===== src/rtl/shift_pkg.sv =====
// Shared encodings for the shift arbiter: op codes, FSM states and constants.
package shift_pkg;

  typedef enum logic [1:0] {
    OP_SLL = 2'b00,
    OP_SRL = 2'b01,
    OP_SRA = 2'b10,
    OP_ILL = 2'b11
  } op_e;

  typedef enum logic [1:0] {
    S_IDLE = 2'b00,
    S_EXEC = 2'b01,
    S_RESP = 2'b10
  } state_e;

  localparam logic [31:0] ALL_ONES = 32'hFFFF_FFFF;

endpackage


===== src/rtl/barrel_shifter_left.sv =====
// Five-stage logarithmic left shifter, zero fill.
module barrel_shifter_left (
  input  logic [31:0] a_i,
  input  logic [4:0]  shamt_i,
  output logic [31:0] y_o
);
  for (genvar gi = 0; gi < 5; gi++) begin : g_stage
    logic [31:0] s;
    if (gi == 0) begin : g_first
      assign s = shamt_i[0] ? (a_i << 1) : a_i;
    end else begin : g_next
      assign s = shamt_i[gi] ? (g_stage[gi-1].s << (2 ** gi)) : g_stage[gi-1].s;
    end
  end

  assign y_o = g_stage[4].s;
endmodule


===== src/rtl/barrel_shifter_right.sv =====
// Five-stage logarithmic logical right shifter, zero fill.
module barrel_shifter_right (
  input  logic [31:0] a_i,
  input  logic [4:0]  shamt_i,
  output logic [31:0] y_o
);
  for (genvar gi = 0; gi < 5; gi++) begin : g_stage
    logic [31:0] s;
    if (gi == 0) begin : g_first
      assign s = shamt_i[0] ? (a_i >> 1) : a_i;
    end else begin : g_next
      assign s = shamt_i[gi] ? (g_stage[gi-1].s >> (2 ** gi)) : g_stage[gi-1].s;
    end
  end

  assign y_o = g_stage[4].s;
endmodule


===== src/rtl/shift_rr_arb.sv =====
// Two-port round-robin grant: on contention the port that did not win last time wins.
module shift_rr_arb (
  input  logic [1:0] req_valid_i,
  input  logic       enable_i,
  input  logic       last_id_i,
  output logic [1:0] gnt_o,
  output logic       gnt_id_o
);
  always_comb begin
    gnt_id_o = (&req_valid_i) ? ~last_id_i : req_valid_i[1];
    gnt_o    = {gnt_id_o, ~gnt_id_o} & {2{enable_i & (|req_valid_i)}};
  end
endmodule


===== src/rtl/shift_arbiter.sv =====
// Shared SLL/SRL/SRA unit for two requesters with a registered valid/ready response.
module shift_arbiter
  import shift_pkg::*;
(
  input  logic        clk,
  input  logic        rst_n,
  input  logic [1:0]  req_valid,
  output logic [1:0]  req_ready,
  input  logic [31:0] req0_a,
  input  logic [31:0] req1_a,
  input  logic [4:0]  req0_shamt,
  input  logic [4:0]  req1_shamt,
  input  logic [1:0]  req0_op,
  input  logic [1:0]  req1_op,
  output logic        rsp_valid,
  input  logic        rsp_ready,
  output logic        rsp_id,
  output logic [31:0] rsp_data,
  output logic        rsp_err
);
  state_e      state_q, state_d;
  op_e         op_q;
  logic [31:0] a_q;
  logic [4:0]  shamt_q;
  logic        id_q;
  logic        last_id_q;
  logic        rsp_valid_q, rsp_id_q, rsp_err_q;
  logic [31:0] rsp_data_q;

  logic        arb_en;
  logic [1:0]  gnt;
  logic        gnt_id;
  logic        accept;
  logic [31:0] sll_y, srl_y, mask_y;
  logic [31:0] result;
  logic        result_err;

  // Granting in RESP is only allowed when the pending result leaves this cycle.
  assign arb_en = (state_q == S_IDLE) || ((state_q == S_RESP) && rsp_ready);
  assign accept = |gnt;

  shift_rr_arb u_arb (
    .req_valid_i (req_valid),
    .enable_i    (arb_en),
    .last_id_i   (last_id_q),
    .gnt_o       (gnt),
    .gnt_id_o    (gnt_id)
  );

  assign req_ready = gnt & {2{rst_n}};

  barrel_shifter_left  u_sll  (.a_i(a_q),      .shamt_i(shamt_q), .y_o(sll_y));
  barrel_shifter_right u_srl  (.a_i(a_q),      .shamt_i(shamt_q), .y_o(srl_y));
  barrel_shifter_right u_mask (.a_i(ALL_ONES), .shamt_i(shamt_q), .y_o(mask_y));

  always_comb begin
    result     = 32'h0;
    result_err = 1'b0;
    case (op_q)
      OP_SLL:  result = sll_y;
      OP_SRL:  result = srl_y;
      OP_SRA:  result = srl_y | (a_q[31] ? ~mask_y : 32'h0);
      default: result_err = 1'b1;
    endcase
  end

  always_comb begin
    state_d = state_q;
    case (state_q)
      S_IDLE:  if (accept) state_d = S_EXEC;
      S_EXEC:  state_d = S_RESP;
      S_RESP:  if (rsp_ready) state_d = accept ? S_EXEC : S_IDLE;
      default: state_d = S_IDLE;
    endcase
  end

  always_ff @(posedge clk or negedge rst_n) begin
    if (!rst_n) begin
      state_q     <= S_IDLE;
      op_q        <= OP_SLL;
      a_q         <= 32'h0;
      shamt_q     <= 5'd0;
      id_q        <= 1'b0;
      last_id_q   <= 1'b1;
      rsp_valid_q <= 1'b0;
      rsp_data_q  <= 32'h0;
      rsp_id_q    <= 1'b0;
      rsp_err_q   <= 1'b0;
    end else begin
      state_q <= state_d;
      if (accept) begin
        op_q      <= op_e'(gnt_id ? req1_op : req0_op);
        a_q       <= gnt_id ? req1_a : req0_a;
        shamt_q   <= gnt_id ? req1_shamt : req0_shamt;
        id_q      <= gnt_id;
        last_id_q <= gnt_id;
      end
      if (state_q == S_EXEC) begin
        rsp_valid_q <= 1'b1;
        rsp_data_q  <= result;
        rsp_id_q    <= id_q;
        rsp_err_q   <= result_err;
      end else if ((state_q == S_RESP) && rsp_ready) begin
        rsp_valid_q <= 1'b0;
      end
    end
  end

  assign rsp_valid = rsp_valid_q;
  assign rsp_data  = rsp_data_q;
  assign rsp_id    = rsp_id_q;
  assign rsp_err   = rsp_err_q;
endmodule

===== config.mk =====
export PLATFORM = sky130hd
export DESIGN_NAME = shift_arbiter
export DESIGN_NICKNAME = d
export VERILOG_FILES = /design/src/rtl/shift_pkg.sv /design/src/rtl/barrel_shifter_left.sv /design/src/rtl/barrel_shifter_right.sv /design/src/rtl/shift_rr_arb.sv /design/src/rtl/shift_arbiter.sv
export SDC_FILE = /design/constraint.sdc
export NUM_CORES = 1
export LEC_CHECK = 0
export CAP_MARGIN = 20
export CORE_MARGIN = 1
export CORE_UTILIZATION = 40
export DETAILED_ROUTE_END_ITERATION = 7
export HOLD_SLACK_MARGIN = 0.1
export PLACE_DENSITY_LB_ADDON = 0.1
export SYNTH_ARGS = -nofsm -noshare
export SYNTH_HDL_FRONTEND = slang
export SYNTH_SLANG_ARGS = --single-unit

===== constraint.sdc =====
create_clock -name clk -period 2.89 [get_ports clk]
set_clock_uncertainty 0.2 [all_clocks]
set_input_delay 0.289 -clock clk [delete_from_list [all_inputs] [get_ports clk]]
set_output_delay 0.289 -clock clk [all_outputs]
set_load 0.005 [all_outputs]

==> results.json <==
{
  "route.detailed.drc": 0,
  "final_worst_path_period_share_pct": 97.6,
  "syn-mean-instance-area_um2": 9.12,
  "core_area_um2": 18600,
  "mappedNetlistArea_um2": 7610,
  "maxClockFrequency_ghz": 0.354,
  "die_w_um": 140,
  "antenna_found_initial": 1,
  "postSynthNetCount": 917,
  "unrepaired_setup_endpoints_after_global_routing": "false",
  "power_density_nw_per_um2": 1540,
  "setup.worst_path.class": "reg -> reg",
  "synth-async-reset-ratio_pct": 100,
  "layout-area-overhead-vs-synth_pct": 25.6,
  "setup_violations": 0,
  "post_route_cells_drive_above_1_share_pct": 19.4,
  "gp_congestion": 1.05,
  "slew-limit-headroom_pct": 26.4,
  "grt_start_max_net_pins": 49,
  "number_of_global_route_vias_before_repair": 7939,
  "root_buffer": "sky130_fd_sc_hd__clkbuf_16",
  "arrival_ns": 2.87,
  "synthSimpleGateAreaFrac_pct": 13.0,
  "most-common-layout-cells": "sky130_fd_sc_hd__clkdlybuf4s50_1, sky130_fd_sc_hd__nor2_1, sky130_fd_sc_hd__nand2_1, sky130_fd_sc_hd__buf_4, sky130_fd_sc_hd__dfrtp_1",
  "vdd_drop_max_mv": 0.690,
  "timing.hold.worst.class": "reg -> reg",
  "most_common_cell_after_layout_fill_and_taps_aside": "sky130_fd_sc_hd__clkdlybuf4s50_1",
  "grt_overflow_total": 0,
  "synth_cell_types": 70,
  "setup.worst_path.end_class": "flop",
  "hold_viol": 0,
  "routed-via-count": 8332,
  "clk-insertion-delay-late_ns": 0.36,
  "global_route_wire_length_before_repair_um": 52400,
  "cts_inserted_buffers": 9,
  "placement_rows": 50,
  "vias_per_cell": 7.01,
  "clock_sinks": 78,
  "start_kind": "flop",
  "placed_cells": 1171,
  "fin_worst_hold_slack_ns": 0.279,
  "reported_max_cap_violation_count": 0,
  "ys_ff_latch": 78,
  "final-max-slew-violation-count": 0,
  "die_area_um2": 19600,
  "tritoncts_clock_tree": "yes",
  "count_of_tritonroute_iterations_in_the_first_routing_pass": 8,
  "mux_contribution_to_synthesized_area_pct": 27.1,
  "sum_of_routed_wire_length_over_all_layers_um": 35100,
  "final_core_util_pct": 51.2,
  "finalNonFillerCells": 1189,
  "place.port_buffers": 119,
  "power.total_w": 0.0147,
  "cts-root-to-sink-buffers": 2,
  "iteration_0_drc_markers": 1357,
  "synth_largest_type_area_fraction_pct": 25.3,
  "synth_top_family_by_area": "multiplexers",
  "worst_setup_hold_path_clk_slew_ns": 0.07,
  "routed_wire_length_per_instance_um": 29.5,
  "yosys_warnings": 0,
  "synth_fa_ha_area_share_pct": 0,
  "timing.critical_path.fanout_max": 33,
  "initial_core_util_pct": 40.8,
  "die-height_um": 140,
  "yosys-top-cells-area": "sky130_fd_sc_hd__dfrtp_1, sky130_fd_sc_hd__mux4_2, sky130_fd_sc_hd__mux2i_1, sky130_fd_sc_hd__a222oi_1, sky130_fd_sc_hd__nor2_1",
  "fin_nets": 1033,
  "synth_compound_gate_area_share_pct": 24.3,
  "grt_resource_usage_total_pct": 36.3,
  "yosys_most_used_dff": "sky130_fd_sc_hd__dfrtp_1",
  "n_antenna_cell": 0,
  "finalSetupTns_ns": 0,
  "post-synth-top-area-cell": "sky130_fd_sc_hd__dfrtp_1",
  "route.antenna.remaining_nets": 0,
  "detailedPlacementHpwl_um": 26500,
  "outcome": "completed",
  "worst_slew_pin_slew_ns": 1.09,
  "post_synth_xor_area_fraction_pct": 0.230,
  "total_leakage_power_nw": 3.86,
  "synth_edf_count": 0,
  "synthCells": 834,
  "top_level_ports": 120,
  "worstPathRequired_ns": 2.94,
  "synth_sequential_area_ratio_pct": 25.7,
  "cts_htree_levels": 3,
  "layout_min_cycle_time_ns": 2.82
}
worst paths after layout:
check	startpoint	end	slack (ns)	cells after the start
min	rsp_id	rsp_id	0.28	2
max reg2reg	shamt_q[1]	rsp_data[23]	0.07	8
min reg2reg	rsp_id	rsp_id	0.28	2
max in group asynchronous	rst_n	shamt_q[0]	1.48	3
min in group asynchronous	rst_n	last_id_q	0.31	2
max	shamt_q[1]	rsp_data[23]	0.07	8
sequential cells by signal, indices dropped and copies added, names as in the netlist:
signal	flops
rsp_id	1
a_q	32
id_q	1
rsp_err	1
rsp_data	32
shamt_q	5
rsp_valid	1
op_q	2
state_q	2
last_id_q	1
synth_stat cells (6+ instances only):
cell type	instances
sky130_fd_sc_hd__nand3_1	17
sky130_fd_sc_hd__buf_4	10
sky130_fd_sc_hd__nor3_1	11
sky130_fd_sc_hd__o211ai_1	11
sky130_fd_sc_hd__buf_2	13
sky130_fd_sc_hd__nor2b_1	10
sky130_fd_sc_hd__mux2i_1	48
sky130_fd_sc_hd__nand2_1	78
sky130_fd_sc_hd__buf_1	6
sky130_fd_sc_hd__a31oi_1	17
sky130_fd_sc_hd__dfrtp_1	77
sky130_fd_sc_hd__nor2_1	82
sky130_fd_sc_hd__a22oi_1	14
sky130_fd_sc_hd__a21oi_1	43
sky130_fd_sc_hd__o32ai_1	6
sky130_fd_sc_hd__clkbuf_1	48
sky130_fd_sc_hd__mux4_1	7
sky130_fd_sc_hd__buf_6	15
sky130_fd_sc_hd__a222oi_1	39
sky130_fd_sc_hd__o21ai_0	54
sky130_fd_sc_hd__a221o_1	7
sky130_fd_sc_hd__mux2_2	20
sky130_fd_sc_hd__o31ai_1	6
sky130_fd_sc_hd__a221oi_1	7
sky130_fd_sc_hd__mux4_2	51
sky130_fd_sc_hd__inv_1	45
kinds of logic (layout without fill, tap and decap cells):
group / Yosys count / count (layout)
flip-flops: 78 / 78
buffers and inverters: 143 / 264
AO/OA/AOI/OAI: 259 / 259
multiplexers: 127 / 127
XOR/XNOR: 2 / 2
AND/OR/NAND/NOR: 225 / 225
metrics by stage:
step | setup slack [ns] | cell area [um2]
after global routing | 0.00470 | 9550
after detailed placement | -0.0736 | 9240
after global placement | -0.136 | 9240
after floorplan | 0.630 | 7610
after CTS | 0.0434 | 9520
final | 0.0681 | 9550
critical path, stage by stage, from the launching register on:
cell and delay, ns:
sky130_fd_sc_hd__dfrtp_4 0.47, sky130_fd_sc_hd__buf_12 0.23, sky130_fd_sc_hd__buf_4 0.20, sky130_fd_sc_hd__mux2i_1 0.38, sky130_fd_sc_hd__mux2i_1 0.25, sky130_fd_sc_hd__mux2i_1 0.19
sky130_fd_sc_hd__o32ai_1 0.10, sky130_fd_sc_hd__or3_1 0.40, sky130_fd_sc_hd__a32o_1 0.26
power breakdown:
| part | total (W) | switching [W] | internal, W |
|---|---|---|---|
| sequential | 0.00274 | 0.00115 | 0.00160 |
| combinational | 0.0108 | 0.00616 | 0.00464 |
| clock | 0.00112 | 0.000516 | 0.000606 |
| total | 0.0147 | 0.00782 | 0.00684 |
per-layer routing:
layer	share of wire, %	global-route usage (%)
met5	0	0
met4	5.7	20.0
met3	11	8.34
met1	38	47.3
met2	45	56.0
area by class of cell:
type	instances	area [um2]
Inverter	47	176
Tap cell	234	293
Clock inverter	5	35.0
Fill cell	1732	9090
Sequential cell	78	1960
Timing Repair Buffer	201	1910
Multi-Input combinational cell	613	4930
Clock buffer	11	243
timing repair:
action                                 in CTS  in global routing
resized for setup                           1                  0
hold buffers                                1                  0
setup endpoints to repair                   1                  5
buffers inserted                            0                  1
endpoints found under the hold margin      78                  0
Note: power is estimated with default switching activity, not from simulation.
